**src/rtl/z80_cb_shift_exec_pkg.sv**
```systemverilog
// Shared definitions for the CB-prefixed shift/rotate execution unit:
// operand register codes, flag bit positions, shift-op encodings and helpers.
package z80_cb_shift_exec_pkg;

  localparam logic [7:0] CB_PREFIX_DEFAULT = 8'hCB;

  // Operand codes from opcode[2:0]; 6 is the (HL) memory form.
  localparam logic [2:0] REG_B  = 3'd0;
  localparam logic [2:0] REG_C  = 3'd1;
  localparam logic [2:0] REG_D  = 3'd2;
  localparam logic [2:0] REG_E  = 3'd3;
  localparam logic [2:0] REG_H  = 3'd4;
  localparam logic [2:0] REG_L  = 3'd5;
  localparam logic [2:0] REG_HL = 3'd6;
  localparam logic [2:0] REG_A  = 3'd7;

  // Bit offset of F inside the packed {A,F,B,C,D,E,H,L} register word.
  localparam int unsigned F_LSB = 48;

  localparam int unsigned FLAG_C_NUM  = 0;
  localparam int unsigned FLAG_N_NUM  = 1;
  localparam int unsigned FLAG_PV_NUM = 2;
  localparam int unsigned FLAG_F3_NUM = 3;
  localparam int unsigned FLAG_H_NUM  = 4;
  localparam int unsigned FLAG_F5_NUM = 5;
  localparam int unsigned FLAG_Z_NUM  = 6;
  localparam int unsigned FLAG_S_NUM  = 7;

  typedef enum logic [2:0] {
    OP_RLC = 3'd0,
    OP_RRC = 3'd1,
    OP_RL  = 3'd2,
    OP_RR  = 3'd3,
    OP_SLA = 3'd4,
    OP_SRA = 3'd5,
    OP_SLL = 3'd6,
    OP_SRL = 3'd7
  } shift_op_e;

  typedef enum logic [1:0] {
    ST_IDLE   = 2'd0,
    ST_OP     = 2'd1,
    ST_EXEC   = 2'd2,
    ST_RETIRE = 2'd3
  } state_e;

  // Returns 1 when v has an even number of set bits (Z80 PV after shifts).
  function automatic logic parity8(input logic [7:0] v);
    return ~^v;
  endfunction

  function automatic logic [5:0] reg_lsb(input logic [2:0] r);
    logic [5:0] lsb;
    case (r)
      REG_B:   lsb = 6'd40;
      REG_C:   lsb = 6'd32;
      REG_D:   lsb = 6'd24;
      REG_E:   lsb = 6'd16;
      REG_H:   lsb = 6'd8;
      REG_L:   lsb = 6'd0;
      REG_A:   lsb = 6'd56;
      default: lsb = 6'd0;
    endcase
    return lsb;
  endfunction

endpackage

```
**src/rtl/z80_cb_shift_exec_if.sv**
```systemverilog
// Fetch-stage byte stream handshake: a byte moves when fetch_valid && fetch_ready.
interface z80_cb_shift_exec_if;
  logic       fetch_valid;
  logic [7:0] fetch_byte;
  logic       fetch_ready;

  modport master (output fetch_valid, output fetch_byte, input fetch_ready);
  modport slave  (input fetch_valid, input fetch_byte, output fetch_ready);
endinterface

```
**src/rtl/z80_cb_shift_exec_shift8.sv**
```systemverilog
// Combinational 8-bit Z80 shift/rotate datapath, shared with the indexed CB path.
module z80_shift8
  import z80_cb_shift_exec_pkg::*;
(
  input  logic [7:0] d,
  input  shift_op_e  op,
  input  logic       cin,
  output logic [7:0] res,
  output logic       cout
);

  always_comb begin
    res  = d;
    cout = 1'b0;
    case (op)
      OP_RLC: begin res = {d[6:0], d[7]};  cout = d[7]; end
      OP_RRC: begin res = {d[0], d[7:1]};  cout = d[0]; end
      OP_RL:  begin res = {d[6:0], cin};   cout = d[7]; end
      OP_RR:  begin res = {cin, d[7:1]};   cout = d[0]; end
      OP_SLA: begin res = {d[6:0], 1'b0};  cout = d[7]; end
      OP_SRA: begin res = {d[7], d[7:1]};  cout = d[0]; end
      OP_SLL: begin res = {d[6:0], 1'b1};  cout = d[7]; end
      OP_SRL: begin res = {1'b0, d[7:1]};  cout = d[0]; end
      default: begin res = d; cout = 1'b0; end
    endcase
  end

endmodule

```
**src/rtl/z80_cb_shift_exec.sv**
```systemverilog
// CB xx shift/rotate execution unit: decodes the prefixed opcode, computes the
// result and flags, writes back the register file and emits the z80fi record.
module z80_cb_shift_exec
  import z80_cb_shift_exec_pkg::*;
#(
  parameter logic [7:0] CB_PREFIX = CB_PREFIX_DEFAULT
) (
  input  logic                     clk,
  input  logic                     reset_n,
  z80_cb_shift_exec_if.slave       fetch,
  input  logic [63:0]              regs_in,
  input  logic [15:0]              ip_in,
  output logic [63:0]              regs_out,
  output logic [15:0]              ip_out,
  output logic                     wb_valid,
  output logic                     not_mine,
  output logic                     trap_hl,
  output logic                     z80fi_valid,
  output logic [31:0]              z80fi_insn,
  output logic [2:0]               z80fi_insn_len,
  output logic [63:0]              z80fi_regs_in,
  output logic [63:0]              z80fi_regs_out,
  output logic [15:0]              z80fi_ip_in,
  output logic [15:0]              z80fi_ip_out
);

  state_e      state_q, state_d;
  logic        not_mine_q, not_mine_d;
  logic        trap_hl_q, trap_hl_d;
  logic        wb_valid_q, wb_valid_d;
  logic        latch_op;
  logic        commit;

  logic [7:0]  opcode_q;
  logic [63:0] snap_regs_q;
  logic [15:0] snap_ip_q;
  logic [63:0] regs_out_q;
  logic [15:0] ip_out_q;
  logic [31:0] insn_q;
  logic [2:0]  insn_len_q;

  logic [2:0]  r_sel;
  logic [5:0]  r_lsb;
  logic [7:0]  operand;
  logic [7:0]  f_in;
  logic [7:0]  shift_res;
  logic        shift_cout;
  logic [7:0]  flags;
  logic [63:0] new_regs;

  always_comb begin
    state_d     = state_q;
    fetch.fetch_ready = 1'b0;
    not_mine_d  = 1'b0;
    trap_hl_d   = 1'b0;
    wb_valid_d  = 1'b0;
    latch_op    = 1'b0;
    commit      = 1'b0;
    case (state_q)
      ST_IDLE: begin
        fetch.fetch_ready = 1'b1;
        if (fetch.fetch_valid) begin
          if (fetch.fetch_byte == CB_PREFIX) state_d = ST_OP;
          else                                not_mine_d = 1'b1;
        end
      end
      ST_OP: begin
        fetch.fetch_ready = 1'b1;
        if (fetch.fetch_valid) begin
          latch_op = 1'b1;
          // BIT/RES/SET live in a different unit.
          if (fetch.fetch_byte[7:6] != 2'b00) begin
            not_mine_d = 1'b1;
            state_d    = ST_IDLE;
          end else begin
            state_d = ST_EXEC;
          end
        end
      end
      ST_EXEC: begin
        if (opcode_q[2:0] == REG_HL) begin
          trap_hl_d = 1'b1;
          state_d   = ST_IDLE;
        end else begin
          commit  = 1'b1;
          state_d = ST_RETIRE;
        end
      end
      ST_RETIRE: begin
        wb_valid_d = 1'b1;
        state_d    = ST_IDLE;
      end
      default: state_d = ST_IDLE;
    endcase
  end

  assign r_sel   = opcode_q[2:0];
  assign r_lsb   = reg_lsb(r_sel);
  assign operand = snap_regs_q[r_lsb +: 8];
  assign f_in    = snap_regs_q[F_LSB +: 8];

  z80_shift8 u_shift8 (
    .d    (operand),
    .op   (shift_op_e'(opcode_q[5:3])),
    .cin  (f_in[FLAG_C_NUM]),
    .res  (shift_res),
    .cout (shift_cout)
  );

  always_comb begin
    flags              = 8'h00;
    flags[FLAG_S_NUM]  = shift_res[7];
    flags[FLAG_Z_NUM]  = (shift_res == 8'h00);
    flags[FLAG_F5_NUM] = f_in[FLAG_F5_NUM];
    flags[FLAG_H_NUM]  = 1'b0;
    flags[FLAG_F3_NUM] = f_in[FLAG_F3_NUM];
    flags[FLAG_PV_NUM] = parity8(shift_res);
    flags[FLAG_N_NUM]  = 1'b0;
    flags[FLAG_C_NUM]  = shift_cout;
    new_regs             = snap_regs_q;
    new_regs[r_lsb +: 8] = shift_res;
    new_regs[F_LSB +: 8] = flags;
  end

  always_ff @(posedge clk) begin
    if (!reset_n) begin
      state_q     <= ST_IDLE;
      not_mine_q  <= 1'b0;
      trap_hl_q   <= 1'b0;
      wb_valid_q  <= 1'b0;
      opcode_q    <= 8'h00;
      snap_regs_q <= 64'h0;
      snap_ip_q   <= 16'h0;
      regs_out_q  <= 64'h0;
      ip_out_q    <= 16'h0;
      insn_q      <= 32'h0;
      insn_len_q  <= 3'd0;
    end else begin
      state_q    <= state_d;
      not_mine_q <= not_mine_d;
      trap_hl_q  <= trap_hl_d;
      wb_valid_q <= wb_valid_d;
      if (latch_op) begin
        opcode_q    <= fetch.fetch_byte;
        snap_regs_q <= regs_in;
        snap_ip_q   <= ip_in;
      end
      // Results are held stable until the next commit so wb_valid can sample them.
      if (commit) begin
        regs_out_q <= new_regs;
        ip_out_q   <= snap_ip_q + 16'd2;
        insn_q     <= {16'h0000, opcode_q, CB_PREFIX};
        insn_len_q <= 3'd2;
      end
    end
  end

  // The retirement snapshot of the inputs is taken from the OP-accept latch.
  logic [63:0] fi_regs_in_q;
  logic [15:0] fi_ip_in_q;

  always_ff @(posedge clk) begin
    if (!reset_n) begin
      fi_regs_in_q <= 64'h0;
      fi_ip_in_q   <= 16'h0;
    end else if (commit) begin
      fi_regs_in_q <= snap_regs_q;
      fi_ip_in_q   <= snap_ip_q;
    end
  end

  assign regs_out       = regs_out_q;
  assign ip_out         = ip_out_q;
  assign wb_valid       = wb_valid_q;
  assign not_mine       = not_mine_q;
  assign trap_hl        = trap_hl_q;
  assign z80fi_valid    = wb_valid_q;
  assign z80fi_insn     = insn_q;
  assign z80fi_insn_len = insn_len_q;
  assign z80fi_regs_in  = fi_regs_in_q;
  assign z80fi_regs_out = regs_out_q;
  assign z80fi_ip_in    = fi_ip_in_q;
  assign z80fi_ip_out   = ip_out_q;

endmodule
```
**src/flat_wrapper.sv**
```systemverilog
// flat-port wrapper written by rule: the top's interface ports become plain ports
module z80_cb_shift_exec_flat import z80_cb_shift_exec_pkg::*;
#(
  parameter logic [7:0] CB_PREFIX = CB_PREFIX_DEFAULT
)
  (clk, reset_n, regs_in, ip_in, regs_out, ip_out, wb_valid, not_mine, trap_hl, z80fi_valid, z80fi_insn, z80fi_insn_len, z80fi_regs_in, z80fi_regs_out, z80fi_ip_in, z80fi_ip_out, fetch_fetch_valid, fetch_fetch_byte, fetch_fetch_ready);
  z80_cb_shift_exec_if fetch_i ();
  input  logic clk;
  input  logic reset_n;
  input  logic [63:0] regs_in;
  input  logic [15:0] ip_in;
  output logic [63:0] regs_out;
  output logic [15:0] ip_out;
  output logic wb_valid;
  output logic not_mine;
  output logic trap_hl;
  output logic z80fi_valid;
  output logic [31:0] z80fi_insn;
  output logic [2:0] z80fi_insn_len;
  output logic [63:0] z80fi_regs_in;
  output logic [63:0] z80fi_regs_out;
  output logic [15:0] z80fi_ip_in;
  output logic [15:0] z80fi_ip_out;
  input wire logic [$bits(fetch_i.fetch_valid)-1:0] fetch_fetch_valid;
  input wire logic [$bits(fetch_i.fetch_byte)-1:0] fetch_fetch_byte;
  output wire logic [$bits(fetch_i.fetch_ready)-1:0] fetch_fetch_ready;
  assign fetch_i.fetch_valid = fetch_fetch_valid;
  assign fetch_i.fetch_byte = fetch_fetch_byte;
  assign fetch_fetch_ready = fetch_i.fetch_ready;
  z80_cb_shift_exec #(.CB_PREFIX(CB_PREFIX)) u_core (.clk(clk), .reset_n(reset_n), .fetch(fetch_i), .regs_in(regs_in), .ip_in(ip_in), .regs_out(regs_out), .ip_out(ip_out), .wb_valid(wb_valid), .not_mine(not_mine), .trap_hl(trap_hl), .z80fi_valid(z80fi_valid), .z80fi_insn(z80fi_insn), .z80fi_insn_len(z80fi_insn_len), .z80fi_regs_in(z80fi_regs_in), .z80fi_regs_out(z80fi_regs_out), .z80fi_ip_in(z80fi_ip_in), .z80fi_ip_out(z80fi_ip_out));
endmodule
```
**config.mk**
```make
export PLATFORM = sky130hd
export DESIGN_NAME = z80_cb_shift_exec_flat
export DESIGN_NICKNAME = d
export VERILOG_FILES = /design/src/rtl/z80_cb_shift_exec_pkg.sv /design/src/rtl/z80_cb_shift_exec_if.sv /design/src/rtl/z80_cb_shift_exec_shift8.sv /design/src/rtl/z80_cb_shift_exec.sv /design/src/flat_wrapper.sv
export SDC_FILE = /design/constraint.sdc
export NUM_CORES = 1
export LEC_CHECK = 0
export CELL_PAD_IN_SITES_DETAIL_PLACEMENT = 0
export CELL_PAD_IN_SITES_GLOBAL_PLACEMENT = 1
export CORE_MARGIN = 2
export CORE_UTILIZATION = 36
export CTS_BUF_LIST = sky130_fd_sc_hd__clkbuf_8 sky130_fd_sc_hd__clkbuf_16
export CTS_CLUSTER_DIAMETER = 80
export DETAILED_ROUTE_END_ITERATION = 12
export GPL_ROUTABILITY_DRIVEN = 0
export PLACE_DENSITY_LB_ADDON = 0.05
export SYNTH_ARGS = -nofsm -noshare
export SYNTH_HDL_FRONTEND = slang
export SYNTH_SLANG_ARGS = --single-unit
```
**constraint.sdc**
```tcl
create_clock -name clk -period 6.97 [get_ports clk]
set_input_delay 2.091 -clock clk [delete_from_list [all_inputs] [get_ports clk]]
set_output_delay 2.091 -clock clk [all_outputs]
set_load 0.1 [all_outputs]
```
# == Yosys cells after proc, flatten, opt, wreduce, memory -nomap -nowiden ==
# Cells that the tools add are included.
# W data, S select, Z words.
# word_totals
out_inout_bits,280
wordCells,71
register_bits,265
in_bits,91
# op_classes
shift,3
eq_ne,20
add_sub_neg,2
n_reduce_logical,11
n_mux,22
# op_table
cell,count
$bwmux W64,1
$pmux W8 S8,1
$shift A8 B8 Y64 const A,1
$shiftx A64 B7 Y8,1
$shiftx A8 B8 Y64,1
$pmux W6 S6,1
$eq A3 B3 Y1 const B,7
$add A16 B2 Y16 const B,1
$eq A3 B2 Y1 const B,4
$mux W1,11
$mux W2,5
$eq A8 B8 Y1 const B,1
$logic_not A8 Y1,1
$neg A6 Y8,1
$pmux W2 S4,1
$reduce_or A4 Y1,2
$reduce_xnor A8 Y1,1
$eq A3 B1 Y1 const B,2
$logic_not A3 Y1,2
$eq A2 B2 Y1 const B,2
$ne A2 B2 Y1 const B,2
$pmux W1 S2,2
$reduce_and A3 Y1,1
$eq A2 B1 Y1 const B,1
5 further kinds,5

# == Depth between registers and ports, before layout ==
# logic_depth
depth_word,6
mapped_depth,14

# == Cells and area by module ==
# From an unflattened synthesis, not the netlist that was laid out.
# unflattened
cells_unflattened,1421
area_unflattened_um2,11939.0
# by_module_without_submodules
module,cells_each,n_inst,area_each_um2
z80_cb_shift_exec,1405,1,11787.6
z80_shift8,16,1,151.4

# == Least setup slack after synthesis ==
# OpenSTA, ideal clock, no wires.
# synth_timing
kind,flip-flop to output port
startpoint,register u_core.z80fi_insn[7] (netlist name)
endpoint,output z80fi_insn[1]
path_slack_ps,3433
path_stages_with_launch,2
arrival_ps,1446
path_cell_list,dfxtp_1 buf_4
# synth_rtl
element,line_no,text
end: declaration,flat_wrapper.sv:18,output logic [31:0] z80fi_insn;

# == Worst setup path after layout ==
# layout_timing
startpoint,register u_core.state_q[1]
endpoint,output fetch_fetch_ready
# layout_between
elab_chain_len,3
elab_cells_between_ends,4
classes_between,1 x eq/ne; 1 x mux; 2 x reduce/logical
# layout_rtl
element,line_no,text
start: declaration,z80_cb_shift_exec.sv:27,"state_e state_q, state_d;"
start signal: assignment,z80_cb_shift_exec.sv:139,state_q <= state_d;
$eq A2 B1 Y1 / $logic_not A2 Y1 (equally long branches),z80_cb_shift_exec.sv:59,case (state_q)
$reduce_or A2 Y1 (no line) (*),-,
$mux W1 (*),z80_cb_shift_exec.sv:59,
end: declaration,flat_wrapper.sv:26,output wire logic [$bits(fetch_i.fetch_ready)-1:0] fetch_fetch_ready;
# Mark *: on every way between the ends. The rest lies on a longest branch, timed or not.

==> metrics.txt <==
# TYPE chip_impl_metric gauge
chip_impl_info{name="outcome",value="completed"} 1
chip_impl_info{name="grt_setup_unrepaired",value="no"} 1
chip_impl_metric{name="cts-buffers-inserted",unit=""} 29
chip_impl_metric{name="ff2ff_setup_slack",unit="ns"} 3.18
chip_impl_metric{name="flow.area_growth_from_synthesis",unit="%"} 33.3
chip_impl_info{name="tritoncts",value="done"} 1
chip_impl_metric{name="worst_ep_required_time",unit="ns"} 4.88
chip_impl_metric{name="clock_tree.htree_level_count",unit=""} 1
chip_impl_metric{name="postSynthAreaPerCell",unit="µm²"} 7.83
chip_impl_metric{name="synth_compound_gate_area_share",unit=""} 0.195
chip_impl_metric{name="yosysSeqAreaShare",unit=""} 0.448
chip_impl_metric{name="power.net_switching",unit="µW"} 732
chip_impl_metric{name="power.combinational.fraction",unit=""} 0.047
chip_impl_metric{name="synth_fa_ha_area_frac",unit=""} 0.00981
chip_impl_metric{name="post-cts-setup-buffers",unit=""} 0
chip_impl_info{name="clockRootBuffer",value="clkbuf_16"} 1
chip_impl_metric{name="power_density",unit="nW/µm²"} 206
chip_impl_metric{name="drtAntennaViolNets",unit=""} 0
chip_impl_metric{name="fraction_of_synthesized_area_in_multiplexers",unit=""} 0.000872
chip_impl_metric{name="yosys.area_share.xor_xnor",unit=""} 0.0129
chip_impl_metric{name="overflow",unit=""} 0
chip_impl_metric{name="clock_sink_count",unit=""} 257
chip_impl_metric{name="worst-path-max-fanout",unit=""} 4
chip_impl_metric{name="synth.cell_area",unit="µm²"} 11500
chip_impl_metric{name="final_antenna_diode_count",unit=""} 0
chip_impl_metric{name="reported_leakage_power",unit="µW"} 0.00513
chip_impl_metric{name="drt_iter0_drc",unit=""} 813
chip_impl_info{name="setup.worst_path.start",value="u_core.state_q[1]$_SDFFE_PN0P_"} 1
chip_impl_metric{name="layout_worst_path_cycle_share",unit=""} 0.608
chip_impl_metric{name="fin_total_pwr",unit="µW"} 3150
chip_impl_metric{name="overall_die_height",unit="µm"} 183
chip_impl_metric{name="dp_hpwl",unit="µm"} 26600
chip_impl_metric{name="grt_antenna_before_repair",unit=""} 0
chip_impl_metric{name="sum_of_routed_wire_length_over_all_layers",unit="µm"} 39700
chip_impl_metric{name="post_route_cells_drive_above_1_share",unit=""} 0.0488
chip_impl_info{name="most_common_library_cell_in_the_layout_ignoring_fill_and_taps",value="nand2_1"} 1
chip_impl_info{name="crit_end",value="fetch_fetch_ready"} 1
chip_impl_metric{name="coreArea",unit="µm²"} 31500
chip_impl_metric{name="detail_route.drc_violations",unit=""} 0
chip_impl_metric{name="grt_max_degree",unit=""} 150
chip_impl_metric{name="filler_cell_count",unit=""} 3126
chip_impl_metric{name="synth.lib_cells_used.distinct",unit=""} 66
chip_impl_metric{name="clk_transition_reported_paths",unit="ns"} 0.06
chip_impl_metric{name="dieArea",unit="µm²"} 33300
chip_impl_metric{name="yosys_register_bits",unit=""} 257
chip_impl_info{name="min_path_type",value="reg -> reg"} 1
chip_impl_info{name="mostFrequentLayoutCells",value="nand2_1, clkdlybuf4s50_1, dfxtp_1"} 1
chip_impl_metric{name="setup_viol",unit=""} 0
chip_impl_metric{name="fin_nets",unit=""} 1758
chip_impl_metric{name="synthSimpleGateAreaFrac",unit=""} 0.217
chip_impl_metric{name="dieWidth",unit="µm"} 183
chip_impl_metric{name="cts.hold.buffers_added",unit=""} 0
chip_impl_metric{name="clk_latency",unit="ns"} 0.55
chip_impl_metric{name="worst_clock_skew",unit="ns"} 0.00950
chip_impl_metric{name="final.min_clock_period",unit="ns"} 4.24
chip_impl_metric{name="ioPinCount",unit=""} 371
chip_impl_info{name="setup.worst_path.class",value="reg -> out"} 1
chip_impl_info{name="critical_path_launch_point_type",value="flop"} 1
chip_impl_metric{name="worst_slew_pin_slew",unit="ns"} 1.13
chip_impl_metric{name="clock_network_fraction_of_design_power",unit=""} 0.485
chip_impl_metric{name="cp.arrival",unit="ns"} 2.15
chip_impl_metric{name="power.ir.vdd_worst",unit="µV"} 163
chip_impl_metric{name="syn_inst",unit=""} 1465
chip_impl_metric{name="floorplan.rows",unit=""} 65
chip_impl_metric{name="highest_achievable_clock_rate",unit="MHz"} 236
chip_impl_metric{name="pwr-share-seq",unit=""} 0.467
chip_impl_metric{name="yosys_warnings",unit=""} 0
chip_impl_metric{name="internal_power",unit="µW"} 2410
chip_impl_metric{name="port_buffers",unit=""} 345
chip_impl_metric{name="detail_route.wl_per_cell",unit="µm"} 19.1
chip_impl_metric{name="synth_async_sr_flop_share",unit=""} 0
chip_impl_metric{name="synth_edf_count",unit=""} 0
chip_impl_info{name="synth_top_family_by_area",value="simple AND/OR/NAND/NOR gates"} 1
chip_impl_metric{name="dr_total_vias",unit=""} 10800
chip_impl_metric{name="worst_r2r_path_depth",unit=""} 10
chip_impl_info{name="r2r-end",value="u_core.regs_out[3]$_SDFFE_PN0P_"} 1
chip_impl_metric{name="grt_pass1_vias",unit=""} 9840
chip_impl_info{name="reg2reg_launch_point",value="u_core.opcode_q[2]$_SDFFE_PN0P_"} 1
chip_impl_metric{name="global_route_wire_length_before_repair",unit="µm"} 59400
chip_impl_metric{name="drt-pass1-iter-count",unit=""} 5
chip_impl_metric{name="drv_cap",unit=""} 0
chip_impl_metric{name="totalNegativeSetupSlack",unit="ns"} 0
chip_impl_metric{name="effective_utilization_at_floorplan",unit=""} 0.365
chip_impl_info{name="synth-main-ff-cell",value="dfxtp_1"} 1
chip_impl_metric{name="final_max_slew_viol_count",unit=""} 0
chip_impl_info{name="setup.worst_path.end_class",value="output port"} 1
chip_impl_metric{name="vias_per_cell",unit=""} 5.18
chip_impl_metric{name="maximum_root_to_sink_buffer_count",unit=""} 3
chip_impl_metric{name="final_hold_viol_count",unit=""} 0
chip_impl_metric{name="grt.total_usage",unit=""} 0.228
chip_impl_metric{name="post_cts_resized",unit=""} 0
chip_impl_metric{name="swShare",unit=""} 0.233
chip_impl_metric{name="relSlewSlack",unit=""} 0.247
==> state kept, by name (all words and copies together) (netlist names) <==
signal                flops
u_core.snap_regs_q       64
u_core.state_q            2
u_core.z80fi_insn         9
u_core.not_mine           1
u_core.trap_hl            1
u_core.wb_valid           1
u_core.ip_out            15
u_core.z80fi_ip_in       16
u_core.regs_out          60
u_core.snap_ip_q         16
u_core.z80fi_regs_in     64
u_core.opcode_q           8
==> layout make-up <==
| class | count | area [µm²] | area share |
|---|---|---|---|
| Sequential cell | 257 | 5140 | 0.336 |
| Multi-Input combinational cell | 1003 | 5110 | 0.334 |
| Timing Repair Buffer | 356 | 3530 | 0.231 |
| Clock buffer | 35 | 808 | 0.0528 |
| Tap cell | 402 | 503 | 0.0329 |
| Clock inverter | 19 | 153 | 0.00998 |
| Inverter | 11 | 48.8 | 0.00319 |
==> power groups by stage <==
stage                     sequential, µW  clock, µW  combinational (µW)
after floorplan                     1510          0                95.4
after global placement              1500          0                 149
after detailed placement            1500          0                 149
after CTS                           1470       1560                 149
after global routing                1470       1620                 156
final                               1470       1530                 149
==> through the flow <==
stage               hold WS (ns)  setup slack [ns]  cell area [µm²]  utilization  cells
global placement           0.441              2.43            14300        0.455   2029
finish                     0.451              2.73            15300        0.486   2083
floorplan                  0.432              3.43            11600            -   1489
CTS                        0.454              2.69            15300        0.486   2083
detailed placement         0.445              2.42            14300        0.455   2029
global route               0.470              2.62            15300        0.486   2083
==> cell usage after synthesis, types with 3 or more instances <==
cell,count,area [µm²]
xor2_1,8,70.1
o31ai_2,3,37.5
inv_1,8,30.0
xnor2_1,7,61.3
o211ai_1,17,128
o22ai_1,21,131
dfxtp_1,257,5140
nand2b_1,3,18.8
buf_4,115,863
a2111oi_2,3,45.0
nand2_1,382,1430
and2_1,7,43.8
and3_1,24,150
ha_1,9,113
nand4_1,14,87.6
o21ai_0,21,105
o221ai_1,3,26.3
clkbuf_1,67,251
nor3_1,18,90.1
buf_1,13,48.8
nor3b_1,4,30.0
nor2b_1,6,37.5
a21oi_1,232,1160
buf_2,21,105
nor2_1,68,255
a211oi_1,13,97.6
a311oi_1,4,35.0
a22oi_1,12,90.1
nand3_1,27,135
o32ai_1,21,184
or3_1,12,75.1
==> critical path, cell delays in order (launching register included) <==
cell and delay (ns):
dfxtp_1 0.33, inv_1 0.11, clkdlybuf4s50_1 1.17
==> per-layer routing <==
metal  vias to the layer above  GRT usage  part of all wire
met1                      5043      0.317              0.45
met3                        67     0.0465             0.074
met4                         0     0.0603             0.024
li1                       5266          -                 -
met5                         -          0                 0
met2                       412      0.360              0.45
==> how the worst min path moves through the flow <==
stage	startpoint	endpoint	slack, ns	cells past startpoint
after floorplan	u_core.opcode_q[6]$_SDFFE_PN0P_	u_core.z80fi_insn[14]$_SDFFE_PN0P_	0.43	2
after global placement	u_core.snap_ip_q[0]$_SDFFE_PN0P_	u_core.z80fi_ip_in[0]$_SDFFE_PN0P_	0.44	2
after detailed placement	u_core.z80fi_ip_in[1]$_SDFFE_PN0P_	u_core.z80fi_ip_in[1]$_SDFFE_PN0P_	0.45	2
after CTS	u_core.z80fi_ip_in[1]$_SDFFE_PN0P_	u_core.z80fi_ip_in[1]$_SDFFE_PN0P_	0.45	2
after global routing	u_core.opcode_q[6]$_SDFFE_PN0P_	u_core.z80fi_insn[14]$_SDFFE_PN0P_	0.47	2
final	u_core.snap_regs_q[54]$_SDFFE_PN0P_	u_core.z80fi_regs_in[54]$_SDFFE_PN0P_	0.45	2
==> logic make-up after synthesis <==
kind of cell | count (synthesis)
AO/OA/AOI/OAI | 371
XOR/XNOR | 16
adder cells (fa/ha/maj) | 9
buffers and inverters | 229
flip-flops | 257
multiplexers | 1
other | 1
AND/OR/NAND/NOR | 581
No activity file was read; power rests on OpenSTA's default activity.
